<file path="src/rtl/packet_framer_pkg.sv">
// packet_framer_pkg: definitions shared by the framer and the matching packet receiver.
package packet_framer_pkg;
    localparam logic [7:0] PACKET_DELIMITER = 8'h00;
endpackage

</file>
<file path="src/rtl/packet_framer.sv">
// packet_framer: turns a data/valid/ready/last packet stream into a UART byte stream
// terminated by one delimiter per packet, dropping unrepresentable and over-length beats.
module packet_framer
    import packet_framer_pkg::*;
#(
    parameter int MAX_LEN     = 255,
    parameter int LEN_WIDTH   = $clog2(MAX_LEN + 1),
    parameter int COUNT_WIDTH = 16
) (
    input  logic                   clock,
    input  logic                   reset_n,
    input  logic [7:0]             packet_data,
    input  logic                   packet_valid,
    output logic                   packet_ready,
    input  logic                   packet_last,
    output logic [7:0]             uart_data,
    output logic                   uart_valid,
    input  logic                   uart_ready,
    output logic                   drop_zero,
    output logic                   drop_overlen,
    output logic [COUNT_WIDTH-1:0] packet_count
);
    typedef enum logic {S_DATA, S_TERM} state_t;

    state_t               r_state;
    logic [LEN_WIDTH-1:0] r_count;
    logic                 w_out_free;
    logic                 w_accept;

    assign w_out_free   = !uart_valid | uart_ready;
    assign packet_ready = (r_state == S_DATA) & w_out_free;
    assign w_accept     = packet_valid & packet_ready;

    always_ff @(posedge clock or negedge reset_n) begin
        if (!reset_n) begin
            r_state      <= S_DATA;
            r_count      <= '0;
            uart_data    <= PACKET_DELIMITER;
            uart_valid   <= 1'b0;
            drop_zero    <= 1'b0;
            drop_overlen <= 1'b0;
            packet_count <= '0;
        end else begin
            drop_zero    <= 1'b0;
            drop_overlen <= 1'b0;
            // a consumed byte empties the register unless a new load below refills it
            if (w_out_free)
                uart_valid <= 1'b0;
            case (r_state)
                S_DATA: if (w_accept) begin
                    if (packet_data == PACKET_DELIMITER)
                        drop_zero <= 1'b1;
                    else if (r_count == LEN_WIDTH'(MAX_LEN))
                        drop_overlen <= 1'b1;
                    else begin
                        uart_data  <= packet_data;
                        uart_valid <= 1'b1;
                        r_count    <= r_count + 1'b1;
                    end
                    if (packet_last) begin
                        r_count <= '0;
                        r_state <= S_TERM;
                    end
                end
                S_TERM: if (w_out_free) begin
                    uart_data    <= PACKET_DELIMITER;
                    uart_valid   <= 1'b1;
                    packet_count <= packet_count + 1'b1;
                    r_state      <= S_DATA;
                end
                default: r_state <= S_DATA;
            endcase
        end
    end
endmodule

</file>
<file path="config.mk">
export PLATFORM = sky130hd
export DESIGN_NAME = packet_framer
export DESIGN_NICKNAME = d
export VERILOG_FILES = /design/src/rtl/packet_framer_pkg.sv /design/src/rtl/packet_framer.sv
export SDC_FILE = /design/constraint.sdc
export NUM_CORES = 1
export LEC_CHECK = 0
export ABC_CLOCK_PERIOD_IN_PS = 2700
export CAP_MARGIN = 20
export CORE_ASPECT_RATIO = 1.25
export CORE_UTILIZATION = 40
export DETAILED_ROUTE_END_ITERATION = 8
export DONT_BUFFER_PORTS = 1
export PLACE_DENSITY_LB_ADDON = 0.25
export SLEW_MARGIN = 20
export SYNTH_ARGS = -nofsm -noshare
export SYNTH_HDL_FRONTEND = slang
export SYNTH_SLANG_ARGS = --single-unit
</file>
<file path="constraint.sdc">
create_clock -name clock -period 2.7 [get_ports clock]
set_input_delay 0.54 -clock clock [delete_from_list [all_inputs] [get_ports clock]]
set_output_delay 0.54 -clock clock [all_outputs]
set_load 0.02 [all_outputs]
</file>
==> Word level (Yosys, flattened, before mapping) <==
Index checks and enable logic that the tools add are counted.
{ "classes": {"addsub": 2, "eq_ne": 7, "mux": 25, "n_bitwise": 4, "n_reduce_logical": 5} }
{ "ops": {"columns": ["operator", "count"], "rows": [
  ["8-bit two-way mux", 7],
  ["16-bit by 1-bit adder with 16-bit output, second input constant", 1],
  ["8-bit case mux with 2 select lines", 1],
  ["1-bit two-way mux", 15],
  ["2-bit inequality test, second input constant", 5],
  ["8-bit by 1-bit adder with 8-bit output, second input constant", 1],
  ["8-bit == test, second input constant", 1],
  ["8-bit logical NOT", 1],
  ["4-bit AND reduction", 2],
  ["1-bit case mux with 2 select lines", 2],
  ["1-bit AND", 2],
  ["2-bit by 1-bit inequality test with 1-bit output, second input constant", 1],
  ["2-bit AND reduction", 1],
  ["1-bit logical NOT", 1],
  ["1-bit inverter", 1],
  ["1-bit OR", 1]
]} }
{ "word_totals": {"reg_bits": 36, "input_bits": 13, "output_inout_bits": 28, "word_cells": 50} }

==> Logic depth before layout (Yosys ltp) <==
Gate-level depths: netlist of run 1.
{ "logic_depth": {"ltp_word": 7, "ltp_mapped": 6, "mapped_depth_nobuf": 5} }

==> Least setup slack after synthesis of run 1 <==
Ideal clock, no wire load.
{ "synth_timing": {"path_type": "register -> register", "start": "register uart_valid", "end": "register packet_count[15]", "setup_ns": 0.079, "arrival_ns": 1.606, "required_time_ns": 2.621, "setup_slack_ns": 1.014, "path_stages_with_launch": 6, "n_path_buf": 1, "period_less_slack_ns": 1.686, "path_cell_list": "dfrtp_1 -> nor2b_2 -> or4b_4 -> buf_6 -> nor3_2 -> xor2_1"} }
{ "synth_between": {"elab_chain_len": 3} }
{ "synth_lines": {"columns": ["item", "line_no", "text"], "rows": [
  ["start, declared", "packet_framer.sv:17", "output logic uart_valid,"],
  ["start signal, assigned", "packet_framer.sv:39", "uart_valid <= 1'b0;"],
  ["start signal, assigned", "packet_framer.sv:48", "uart_valid <= 1'b0;"],
  ["start signal, assigned", "packet_framer.sv:57", "uart_valid <= 1'b1;"],
  ["1-bit logical NOT", "packet_framer.sv:30", "assign w_out_free = !uart_valid | uart_ready;"],
  ["1-bit OR", "packet_framer.sv:30", null],
  ["2-bit AND reduction (no line)", null, null],
  ["end signal, assigned", "packet_framer.sv:68", "packet_count <= packet_count + 1'b1;"],
  ["end, declared", "packet_framer.sv:21", "output logic [COUNT_WIDTH-1:0] packet_count"]
]} }
No other way between the ends.
A chain may end at the register's enable or synchronous reset.

==> Worst setup path after layout of run 1 <==
{ "layout_timing": {"start": "register r_count[0]", "end": "register uart_data[5]"} }
{ "layout_between": {"elab_chain_len": 3} }
{ "layout_lines": {"columns": ["item", "line_no", "text"], "rows": [
  ["start, declared", "packet_framer.sv:26", "logic [LEN_WIDTH-1:0] r_count;"],
  ["start signal, assigned", "packet_framer.sv:58", "r_count <= r_count + 1'b1;"],
  ["8-bit == test", "packet_framer.sv:53", "else if (r_count == LEN_WIDTH'(MAX_LEN))"],
  ["2-bit inequality test (no line)", null, null],
  ["4-bit AND reduction (no line)", null, null],
  ["end signal, assigned", "packet_framer.sv:56", "uart_data <= packet_data;"],
  ["end, declared", "packet_framer.sv:16", "output logic [7:0] uart_data,"]
]} }
No other way between the ends.

==> flow_metrics.env, run 1 <==
export IMPL_status="finished clean"
export IMPL_finalPower_mw=1.47
export IMPL_synth_area_um2=1760
export IMPL_drt_pass1_iterations=4
export IMPL_switching_share=0.346
export IMPL_nets=188
export IMPL_syn_avg_cell_area_um2=10.4
export IMPL_fin_skew_ns=0.00472
export IMPL_seqPwrFrac=0.579
export IMPL_multi_input_area_um2=802
export IMPL_cts_buffer_depth=2
export IMPL_coreArea_um2=4160
export IMPL_drc_errors=0
export IMPL_cp_end_kind="flip-flop"
export IMPL_crit_chain="ha_1, nand4_1, or2_1, nand3_1, mux2i_1"
export IMPL_grt_pass1_vias=1258
export IMPL_m1WireLength_mm=1.25
export IMPL_vias_per_cell=5.47
export IMPL_cts_resized=0
export IMPL_worstPathRequired_ns=2.89
export IMPL_worst_pin_slew_ns=0.585
export IMPL_wl_per_cell_um=15.5
export IMPL_rsz0062_at_grt="false"
export IMPL_layout_drive_gt1_share=0.0925
export IMPL_fin_ws_ns=0.729
export IMPL_grt_usage=0.168
export IMPL_pin_count=41
export IMPL_ff_latch_area_um2=901
export IMPL_final_area_um2=1920
export IMPL_crit_slowest_cell="dfrtp_1"
export IMPL_period_share=0.730
export IMPL_gp_congestion=0.866
export IMPL_initial_core_util=0.422
export IMPL_dr_max_layer_used="met4"
export IMPL_hold_path_class="input pin to asynchronous set/reset pin"
export IMPL_comb_power_share=0.141
export IMPL_numPortBuffers=0
export IMPL_crit_buf_inv=0
export IMPL_synth_seq_cells=36
export IMPL_area_growth_pct=9.26
export IMPL_syn_num_nets=184
export IMPL_tns_ns=0
export IMPL_ir_drop_uv=198
export IMPL_wl_met3_um=271
export IMPL_drv_cap=0
export IMPL_crit_type="flip-flop to flip-flop"
export IMPL_clockRootBuffer="clkbuf_8"
export IMPL_yosysSeqAreaShare=0.513
export IMPL_detailedPlacementHpwl_mm=2.69
export IMPL_die_w_um=61.3
export IMPL_crit_family="simple AND/OR/NAND/NOR gates"
export IMPL_path_max_fanout=9
export IMPL_switchingPower_mw=0.510
export IMPL_p_leak_nw=0.926
export IMPL_ant_nets=0
export IMPL_met2WireLength_mm=1.96
export IMPL_clkSinkCount=36
export IMPL_fillers=428
export IMPL_power_density_nw_per_um2=766
export IMPL_crit_arrival_ns=2.17
export IMPL_maxSlewHeadroom=0.607
export IMPL_diodes=0
export IMPL_drt_iter0_drc=68
export IMPL_yosys_warnings=0
export IMPL_cpPeakStageDelay_ns=0.44
export IMPL_cts_buffers=5
export IMPL_cts_tree="built"
export IMPL_layout_commonest_cell="dfrtp_1"
export IMPL_dieHeight_um=76.1
export IMPL_layout_min_cycle_time_ns=1.97
export IMPL_timing_hold_violations_final=0
export IMPL_vias=1253
export IMPL_clkPwrFrac=0.280
export IMPL_die_area_um2=4660
export IMPL_wl_mm=3.55
export IMPL_grt_pass1_wl_mm=5.74
export IMPL_p_int_mw=0.961
export IMPL_grt_max_degree=37
export IMPL_maxSlewViolCount=0
export IMPL_pre_cts_ws_ns=0.736
export IMPL_max_freq_mhz=507
export IMPL_start_kind="flip-flop"
export IMPL_antenna_found_initial=0
export IMPL_syn_inst=169
export IMPL_overflow=0
export IMPL_most_common_layout_cells="dfrtp_1 (36), nand2_1 (23), mux2i_1 (11), nand3_1 (10)"
export IMPL_place_area_um2=1800
export IMPL_ys_types=35
export IMPL_num_rows=26
export IMPL_clk_latency_ns=0.28
export IMPL_setup_viol=0
export IMPL_htree_num_levels=2
export IMPL_clkTransAtPathRegs_ns=0.07
[worst paths after layout]
kind / startpoint / end / slack (ns) / depth (start not counted)
setup / recovery: r_count[0]$_DFFE_PN0P_ / uart_data[5]$_DFFE_PN0P_ / 0.73 / 5
hold / removal: reset_n / packet_count[5]$_DFFE_PN0P_ / 0.08 / 1
setup reg to reg: r_count[0]$_DFFE_PN0P_ / uart_data[5]$_DFFE_PN0P_ / 0.73 / 5
hold reg to reg: r_count[4]$_DFFE_PN0P_ / r_count[4]$_DFFE_PN0P_ / 0.53 / 1
max in group asynchronous: reset_n / packet_count[13]$_DFFE_PN0P_ / 2.43 / 1
min in group clock: packet_data[7] / uart_data[7]$_DFFE_PN0P_ / 0.38 / 2
[cells in the mapped netlist]
master / count / area [um^2]
a211oi_1: 1 / 7.51
a21oi_1: 4 / 20.0
a221o_1: 2 / 20.0
a31oi_1: 1 / 6.26
and2_1: 3 / 18.8
and3_1: 4 / 25.0
and3_2: 2 / 15.0
and4_1: 3 / 26.3
and4_2: 1 / 10.0
buf_2: 1 / 5.00
buf_6: 1 / 11.3
clkbuf_1: 2 / 7.51
dfrtp_1: 36 / 901
ha_1: 2 / 25.0
inv_1: 8 / 30.0
mux2_2: 1 / 11.3
mux2i_1: 11 / 110
nand2_1: 23 / 86.3
nand2b_1: 6 / 37.5
nand3_1: 10 / 50.1
nand4_1: 5 / 31.3
nor2_1: 8 / 30.0
nor2b_1: 1 / 6.26
nor2b_2: 1 / 8.76
nor3_1: 3 / 15.0
nor3_2: 2 / 20.0
nor3b_1: 1 / 7.51
nor4_1: 4 / 25.0
o211ai_1: 1 / 7.51
o31ai_1: 2 / 15.0
or2_1: 1 / 6.26
or4_1: 2 / 15.0
or4b_4: 1 / 13.8
xnor2_1: 7 / 61.3
xor2_1: 8 / 70.1
[power by group through the flow]
| stage | sequential (mW) | clock, mW | combinational (mW) |
|---|---|---|---|
| 5_1_grt | 0.869 | 0.449 | 0.239 |
| 3_5_place_dp | 0.863 | 0 | 0.198 |
| 4_1_cts | 0.852 | 0.427 | 0.213 |
| 2_1_floorplan | 0.828 | 0 | 0.166 |
| 6_report | 0.851 | 0.412 | 0.208 |
| 3_3_place_gp | 0.854 | 0 | 0.185 |
[metrics by stage]
step	instances	hold WS [ns]	utilization
floorplan	169	0.244	-
global placement	221	0.245	0.433
detailed placement	221	0.245	0.433
CTS	229	0.0790	0.461
global route	229	0.0796	0.461
finish	229	0.0770	0.461
[final cells by class]
cell class / instances / area share
clock buffers: 7 / 0.0502
inverters: 8 / 0.0156
well taps: 56 / 0.0365
multi-input cells: 121 / 0.418
repair buffers: 1 / 0.0104
flip-flops and latches: 36 / 0.469
[cell families (layout without fill, tap and decap cells)]
| logic type | after synthesis | count (layout) | share of synthesized area |
|---|---|---|---|
| AND/OR/NAND/NOR | 81 | 81 | 0.255 |
| flip-flops | 36 | 36 | 0.513 |
| XOR/XNOR | 15 | 15 | 0.0748 |
| multiplexers | 12 | 12 | 0.0691 |
| buffers and inverters | 12 | 16 | 0.0306 |
| AO/OA/AOI/OAI | 11 | 11 | 0.0435 |
| adder cells (fa/ha/maj) | 2 | 2 | 0.0142 |
[worst register-to-register path, stage by stage, from the launching register on]
cell and delay [ns]:
dfrtp_1 0.44, ha_1 0.25, nand4_1 0.17, or2_1 0.30
nand3_1 0.44, mux2i_1 0.27
[flip-flops by register name, indices dropped and copies added (netlist names)]
register      flops
drop_overlen      1
uart_data         8
r_state           1
uart_valid        1
packet_count     16
drop_zero         1
r_count           8
[layer usage]
metal / vias to the layer above / global-route usage
li1: 595 / -
met1: 607 / 0.170
met2: 44 / 0.293
met3: 7 / 0.0594
met4: 0 / 0.0750
met5: - / 0
[what timing repair did]
action | 4_1_cts | 5_1_grt
setup buffers | 0 | 0
hold endpoints to repair | 36 | 0
setup endpoints to repair | 0 | 0
hold buffers | 1 | 0
Power figures use the tool's default switching activity.
==> inputs of run 2 (changes only) <==
--- a/config.mk
+++ b/config.mk
@@ -5,7 +5,7 @@
 export SDC_FILE = /design/constraint.sdc
 export NUM_CORES = 1
 export LEC_CHECK = 0
-export ABC_CLOCK_PERIOD_IN_PS = 2700
+export ABC_CLOCK_PERIOD_IN_PS = 1600
 export CAP_MARGIN = 20
 export CORE_ASPECT_RATIO = 1.25
 export CORE_UTILIZATION = 40
==> constraint.sdc (replaced) <==
create_clock -name clock -period 1.6 [get_ports clock]
set_input_delay 0.32 -clock clock [delete_from_list [all_inputs] [get_ports clock]]
set_output_delay 0.32 -clock clock [all_outputs]
set_load 0.02 [all_outputs]
==> run 2 against run 1 <==
Against the previous run: global-route usage rose by 1.2 points; largest cell class unchanged; critical endpoint is now packet_count[13]$_DFFE_PN0P_; largest power group unchanged; hold slack improved by 0.086 ns; first-iteration DRC count rose by 4.4%; fmax rose by 27%; via count rose by 6.5%.
==> flow_metrics.env, run 2 (synthesized netlist as in run 1, its figures left out) <==
export IMPL_status="finished clean"
export IMPL_cts_buffer_depth=2
export IMPL_gp_congestion=0.893
export IMPL_fillers=406
export IMPL_hold_path_cell_count=2
export IMPL_cpPeakStageDelay_ns=0.54
export IMPL_crit_family="simple AND/OR/NAND/NOR gates"
export IMPL_most_common_layout_cells="dfrtp_1 (33), nand2_1 (23), buf_4 (20), mux2i_1 (11), nand3_1 (10)"
export IMPL_wl_per_cell_um=15.3
export IMPL_crit_slowest_cell="or4b_4"
export IMPL_clockRootBuffer="clkbuf_8"
export IMPL_crit_arrival_ns=1.75
export IMPL_switching_share=0.341
export IMPL_antenna_found_initial=0
export IMPL_period_share=0.968
export IMPL_final_core_util=0.508
export IMPL_maxSlewViolCount=0
export IMPL_area_growth_pct=20.4
export IMPL_pre_cts_ws_ns=0.0686
export IMPL_timing_hold_violations_final=0
export IMPL_diodes=0
export IMPL_drc_errors=0
export IMPL_grt_max_degree=37
export IMPL_drv_cap=0
export IMPL_worst_pin_slew_ns=0.350
export IMPL_largest_reg_flops=16
export IMPL_hold_path_class="input pin to flip-flop"
export IMPL_pin_count=41
export IMPL_clk_latency_ns=0.29
export IMPL_top_regs="packet_count (16), r_count (8), uart_data (8)"
export IMPL_worstReg2RegEnd="packet_count[13]$_DFFE_PN0P_"
export IMPL_maxSlewHeadroom=0.764
export IMPL_numPortBuffers=0
export IMPL_drt_pass1_iterations=4
export IMPL_hold_ws_ns=0.163
export IMPL_die_area_um2=4660
export IMPL_crit_buf_inv=0
export IMPL_overflow=0
export IMPL_fin_skew_ns=0.00633
export IMPL_start_kind="flip-flop"
export IMPL_cp_end_kind="flip-flop"
export IMPL_hp_start="packet_data[7]"
export IMPL_cts_tree="built"
export IMPL_layout_min_cycle_time_ns=1.55
export IMPL_power_density_nw_per_um2=1250
export IMPL_layout_drive_gt1_share=0.209
export IMPL_num_rows=26
export IMPL_grt_usage=0.180
export IMPL_initial_core_util=0.422
export IMPL_p_leak_nw=1.05
export IMPL_r2r_slack_ns=0.05
export IMPL_rr_worst_depth=4
export IMPL_vias=1334
export IMPL_p_int_mw=1.75
export IMPL_crit_chain="nor2b_4, or4b_4, nor3_2, xor2_1"
export IMPL_ant_nets=0
export IMPL_path_max_fanout=6
export IMPL_comb_power_share=0.267
export IMPL_dieHeight_um=76.1
export IMPL_wl_mm=3.85
export IMPL_drt_iter0_drc=71
export IMPL_clkPwrFrac=0.251
export IMPL_htree_num_levels=2
export IMPL_cts_buffers=5
export IMPL_grt_pass1_vias=1391
export IMPL_grt_pass1_wl_mm=6.26
export IMPL_die_w_um=61.3
export IMPL_setup_viol=0
export IMPL_clkTransAtPathRegs_ns=0.07
export IMPL_largest_register="packet_count"
export IMPL_worstPathRequired_ns=1.80
export IMPL_nets=210
export IMPL_seqPwrFrac=0.482
export IMPL_hold_end="uart_data[7]$_DFFE_PN0P_"
export IMPL_clkSinkCount=36
export IMPL_crit_type="flip-flop to flip-flop"
export IMPL_rr_startpoint="uart_valid$_DFF_PN0_"
export IMPL_layout_commonest_cell="dfrtp_1"
export IMPL_vias_per_cell=5.29
export IMPL_detailedPlacementHpwl_mm=2.86
export IMPL_max_freq_mhz=646
export IMPL_switchingPower_mw=0.903
export IMPL_fin_ws_ns=0.0509
export IMPL_coreArea_um2=4160
export IMPL_ir_drop_uv=712
==> run 2: changes by cell type in the layout (fill, tap and decap cells not counted), sizes merged <==
cell	before	now
buf	1	22
dlygate4sd3	0	1
clkinvlp	0	1
==> run 2: layer usage <==
layer | global-route usage | vias up | share of wire
met4 | 0.0727 | 0 | 0.013
li1 | - | 640 | -
met1 | 0.195 | 657 | 0.37
met5 | 0 | - | 0
met2 | 0.304 | 31 | 0.55
met3 | 0.0662 | 6 | 0.062
==> run 2: layout make-up <==
class / count / area (um^2) / share of cell area
sequential: 36 / 905 / 0.428
multi-input combinational: 121 / 816 / 0.386
timing repair buffer: 23 / 200 / 0.0947
clock buffer: 7 / 86.3 / 0.0408
tap: 56 / 70.1 / 0.0331
inverter: 8 / 30.0 / 0.0142
clock inverter: 1 / 7.51 / 0.00355
==> run 2: stage by stage <==
step	power (mW)	std cells	TNS (ns)	instance area, um^2
2_1_floorplan	1.69	169	0	1770
3_3_place_gp	1.94	242	0	1980
3_5_place_dp	1.98	242	0	1980
4_1_cts	2.68	252	0	2110
5_1_grt	2.82	252	-0.0414	2110
6_report	2.65	252	0	2110
==> run 2: what timing repair did <==
action                     4_1_cts  5_1_grt
setup buffers                    0        0
hold endpoints to repair        36        0
resized for setup                0        2
setup endpoints to repair        0        6
hold buffers                     2        0
==> run 2: worst register-to-register path, stage by stage, from the launching register on <==
cell and delay (ns):
dfrtp_2 0.42, nor2b_4 0.14, or4b_4 0.54, nor3_2 0.17, xor2_1 0.19
==> run 2: worst max-delay path by stage <==
stage / start / to / cells past startpoint
5_1_grt: uart_valid$_DFF_PN0_ / packet_count[13]$_DFFE_PN0P_ / 4
3_3_place_gp: uart_valid$_DFF_PN0_ / packet_count[15]$_DFFE_PN0P_ / 4
2_1_floorplan: r_count[0]$_DFFE_PN0P_ / uart_data[0]$_DFFE_PN0P_ / 6
6_report: uart_valid$_DFF_PN0_ / packet_count[13]$_DFFE_PN0P_ / 4
4_1_cts: uart_valid$_DFF_PN0_ / packet_count[11]$_DFFE_PN0P_ / 4
3_5_place_dp: packet_data[6] / uart_data[6]$_DFFE_PN0P_ / 5
==> run 2: power by group through the flow <==
stage | logic [mW] | registers, mW | clock network (mW)
after global placement | 0.653 | 1.28 | 0
after floorplan | 0.283 | 1.40 | 0
after CTS | 0.714 | 1.27 | 0.693
after global routing | 0.783 | 1.30 | 0.742
after detailed placement | 0.685 | 1.29 | 0
final | 0.706 | 1.28 | 0.666
==> inputs of run 3 (changes only) <==
--- a/config.mk
+++ b/config.mk
@@ -5,12 +5,13 @@
 export SDC_FILE = /design/constraint.sdc
 export NUM_CORES = 1
 export LEC_CHECK = 0
-export ABC_CLOCK_PERIOD_IN_PS = 1600
+export ABC_CLOCK_PERIOD_IN_PS = 1800
 export CAP_MARGIN = 20
 export CORE_ASPECT_RATIO = 1.25
 export CORE_UTILIZATION = 40
 export DETAILED_ROUTE_END_ITERATION = 8
 export DONT_BUFFER_PORTS = 1
+export HOLD_SLACK_MARGIN = 0.02
 export PLACE_DENSITY_LB_ADDON = 0.25
 export SLEW_MARGIN = 20
 export SYNTH_ARGS = -nofsm -noshare
==> constraint.sdc (replaced) <==
create_clock -name clock -period 1.8 [get_ports clock]
set_input_delay 0.36 -clock clock [delete_from_list [all_inputs] [get_ports clock]]
set_output_delay 0.36 -clock clock [all_outputs]
set_load 0.02 [all_outputs]
==> run 3 against run 2 <==
Against the previous run: sequential power shrank 10%; non-clock buffer count shrank 8; core utilization shrank 1.5 points; register-to-register slack gained 0.05 ns; clock power grew 3.2%; global-route usage shrank 1.1 points; clock skew shrank 0.0032 ns; largest power group unchanged.
==> flow_metrics.env, run 3 (synthesized netlist as in run 1, its figures left out) <==
export IMPL_vias_per_cell=5.52
export IMPL_max_freq_mhz=587
export IMPL_clockRootBuffer="clkbuf_8"
export IMPL_cts_buffers=5
export IMPL_coreArea_um2=4160
export IMPL_switchingPower_mw=0.788
export IMPL_p_int_mw=1.62
export IMPL_layout_commonest_cell="dfrtp_1"
export IMPL_initial_core_util=0.422
export IMPL_worstPathRequired_ns=2.00
export IMPL_crit_type="flip-flop to flip-flop"
export IMPL_setup_viol=0
export IMPL_largest_reg_flops=16
export IMPL_cts_tree="built"
export IMPL_diodes=0
export IMPL_hold_path_class="input pin to flip-flop"
export IMPL_gp_congestion=0.980
export IMPL_power_density_nw_per_um2=1170
export IMPL_vias=1346
export IMPL_layout_drive_gt1_share=0.165
export IMPL_drt_pass1_iterations=4
export IMPL_clkTransAtPathRegs_ns=0.07
export IMPL_num_rows=26
export IMPL_grt_pass1_wl_mm=5.84
export IMPL_path_max_fanout=9
export IMPL_maxSlewHeadroom=0.647
export IMPL_period_share=0.946
export IMPL_hold_ws_ns=0.203
export IMPL_detailedPlacementHpwl_mm=2.82
export IMPL_grt_pass1_vias=1309
export IMPL_crit_arrival_ns=1.90
export IMPL_clk_latency_ns=0.28
export IMPL_rsz0062_at_grt="false"
export IMPL_clkSinkCount=36
export IMPL_cpPeakStageDelay_ns=0.41
export IMPL_worst_pin_slew_ns=0.527
export IMPL_top_regs="packet_count (16), r_count (8), uart_data (8)"
export IMPL_drc_errors=0
export IMPL_die_area_um2=4660
export IMPL_nets=202
export IMPL_layout_min_cycle_time_ns=1.70
export IMPL_comb_power_share=0.236
export IMPL_dieHeight_um=76.1
export IMPL_drt_iter0_drc=70
export IMPL_crit_slowest_cell="dfrtp_2"
export IMPL_pin_count=41
export IMPL_fin_skew_ns=0.00316
export IMPL_numPortBuffers=0
export IMPL_die_w_um=61.3
export IMPL_p_leak_nw=1.00
export IMPL_wl_mm=3.69
export IMPL_most_common_layout_cells="dfrtp_1 (34), nand2_1 (23), buf_4 (12), mux2i_1 (11), nand3_1 (10)"
export IMPL_grt_max_degree=37
export IMPL_tns_ns=0
export IMPL_crit_chain="ha_1, nand4_1, or2_1, nand3_1, buf_12, mux2i_1"
export IMPL_switching_share=0.327
export IMPL_overflow=0
export IMPL_maxSlewViolCount=0
export IMPL_finalPower_mw=2.41
export IMPL_cp_end_kind="flip-flop"
export IMPL_htree_num_levels=2
export IMPL_wl_per_cell_um=15.1
export IMPL_clkPwrFrac=0.285
export IMPL_cts_buffer_depth=2
export IMPL_drv_cap=0
export IMPL_ant_nets=0
export IMPL_ir_drop_uv=391
export IMPL_timing_hold_violations_final=0
export IMPL_area_growth_pct=16.9
export IMPL_seqPwrFrac=0.479
export IMPL_antenna_found_initial=0
export IMPL_largest_register="packet_count"
export IMPL_start_kind="flip-flop"
export IMPL_grt_usage=0.169
export IMPL_post_cts_setup_buffer_count=0
export IMPL_status="finished clean"
run 3: changes by cell type in the layout (fill, tap and decap cells not counted), sizes merged:
cell,previous run,this run
buf,22,14
bufinv,0,1
clkbuf,7,6
clkinv,0,1
clkinvlp,1,0
run 3: layout make-up:
class	instances	area, um^2
Multi-Input combinational cell	121	802
Clock buffer	6	72.6
Clock inverter	2	35.0
Timing Repair Buffer	15	140
Tap cell	56	70.1
Inverter	8	30.0
Fill cell	403	2110
Sequential cell	36	903
run 3: timing repair:
item,CTS,global route
hold buffers,2,0
endpoints found under the setup margin,0,3
resized for setup,0,2
hold endpoints to repair,36,0
run 3: worst max-delay path, delay by kind of cell, from the launching register on:
kind / cells / cell delay (ns)
DFF: 1 / 0.41
muxes: 1 / 0.20
adders and majority gates: 1 / 0.23
and+or+nand+nor: 3 / 0.63
buffers and inverters: 1 / 0.15
run 3: worst paths after layout:
kind | slack (ns) | from | cells after the start | end
setup reg to reg | 0.1 | r_count[0]$_DFFE_PN0P_ | 6 | uart_data[6]$_DFFE_PN0P_
hold / removal | 0.20 | packet_data[0] | 2 | uart_data[0]$_DFFE_PN0P_
setup / recovery | 0.1 | r_count[0]$_DFFE_PN0P_ | 6 | uart_data[6]$_DFFE_PN0P_
max in group asynchronous | 1.06 | reset_n | 2 | r_count[0]$_DFFE_PN0P_
hold reg to reg | 0.52 | r_count[4]$_DFFE_PN0P_ | 1 | r_count[4]$_DFFE_PN0P_
min in group asynchronous | 0.54 | reset_n | 2 | packet_count[3]$_DFFE_PN0P_
run 3: per-stage QoR:
stage               utilization  cells  setup slack, ns  cell area [um^2]
floorplan                     -    169            0.114              1760
global placement          0.459    234            0.192              1910
detailed placement        0.459    234           0.0794              1910
CTS                       0.492    244           0.0620              2050
global route              0.493    244           0.0274              2050
finish                    0.493    244           0.0978              2050
run 3: power groups by stage:
stage               logic, mW  clock network (mW)  registers [mW]
floorplan               0.248                   0            1.24
global placement        0.527                   0            1.15
detailed placement      0.553                   0            1.17
CTS                     0.579               0.715            1.15
global route            0.623               0.754            1.18
finish                  0.567               0.687            1.15
run 3: routing by layer:
metal	track usage	routed length (um)	part of all wire	vias up
met5	0	0	0	-
met4	0.0841	49	0.013	0
met3	0.0390	215	0.058	4
met2	0.304	2050	0.55	49
met1	0.173	1380	0.37	666
li1	-	-	-	627
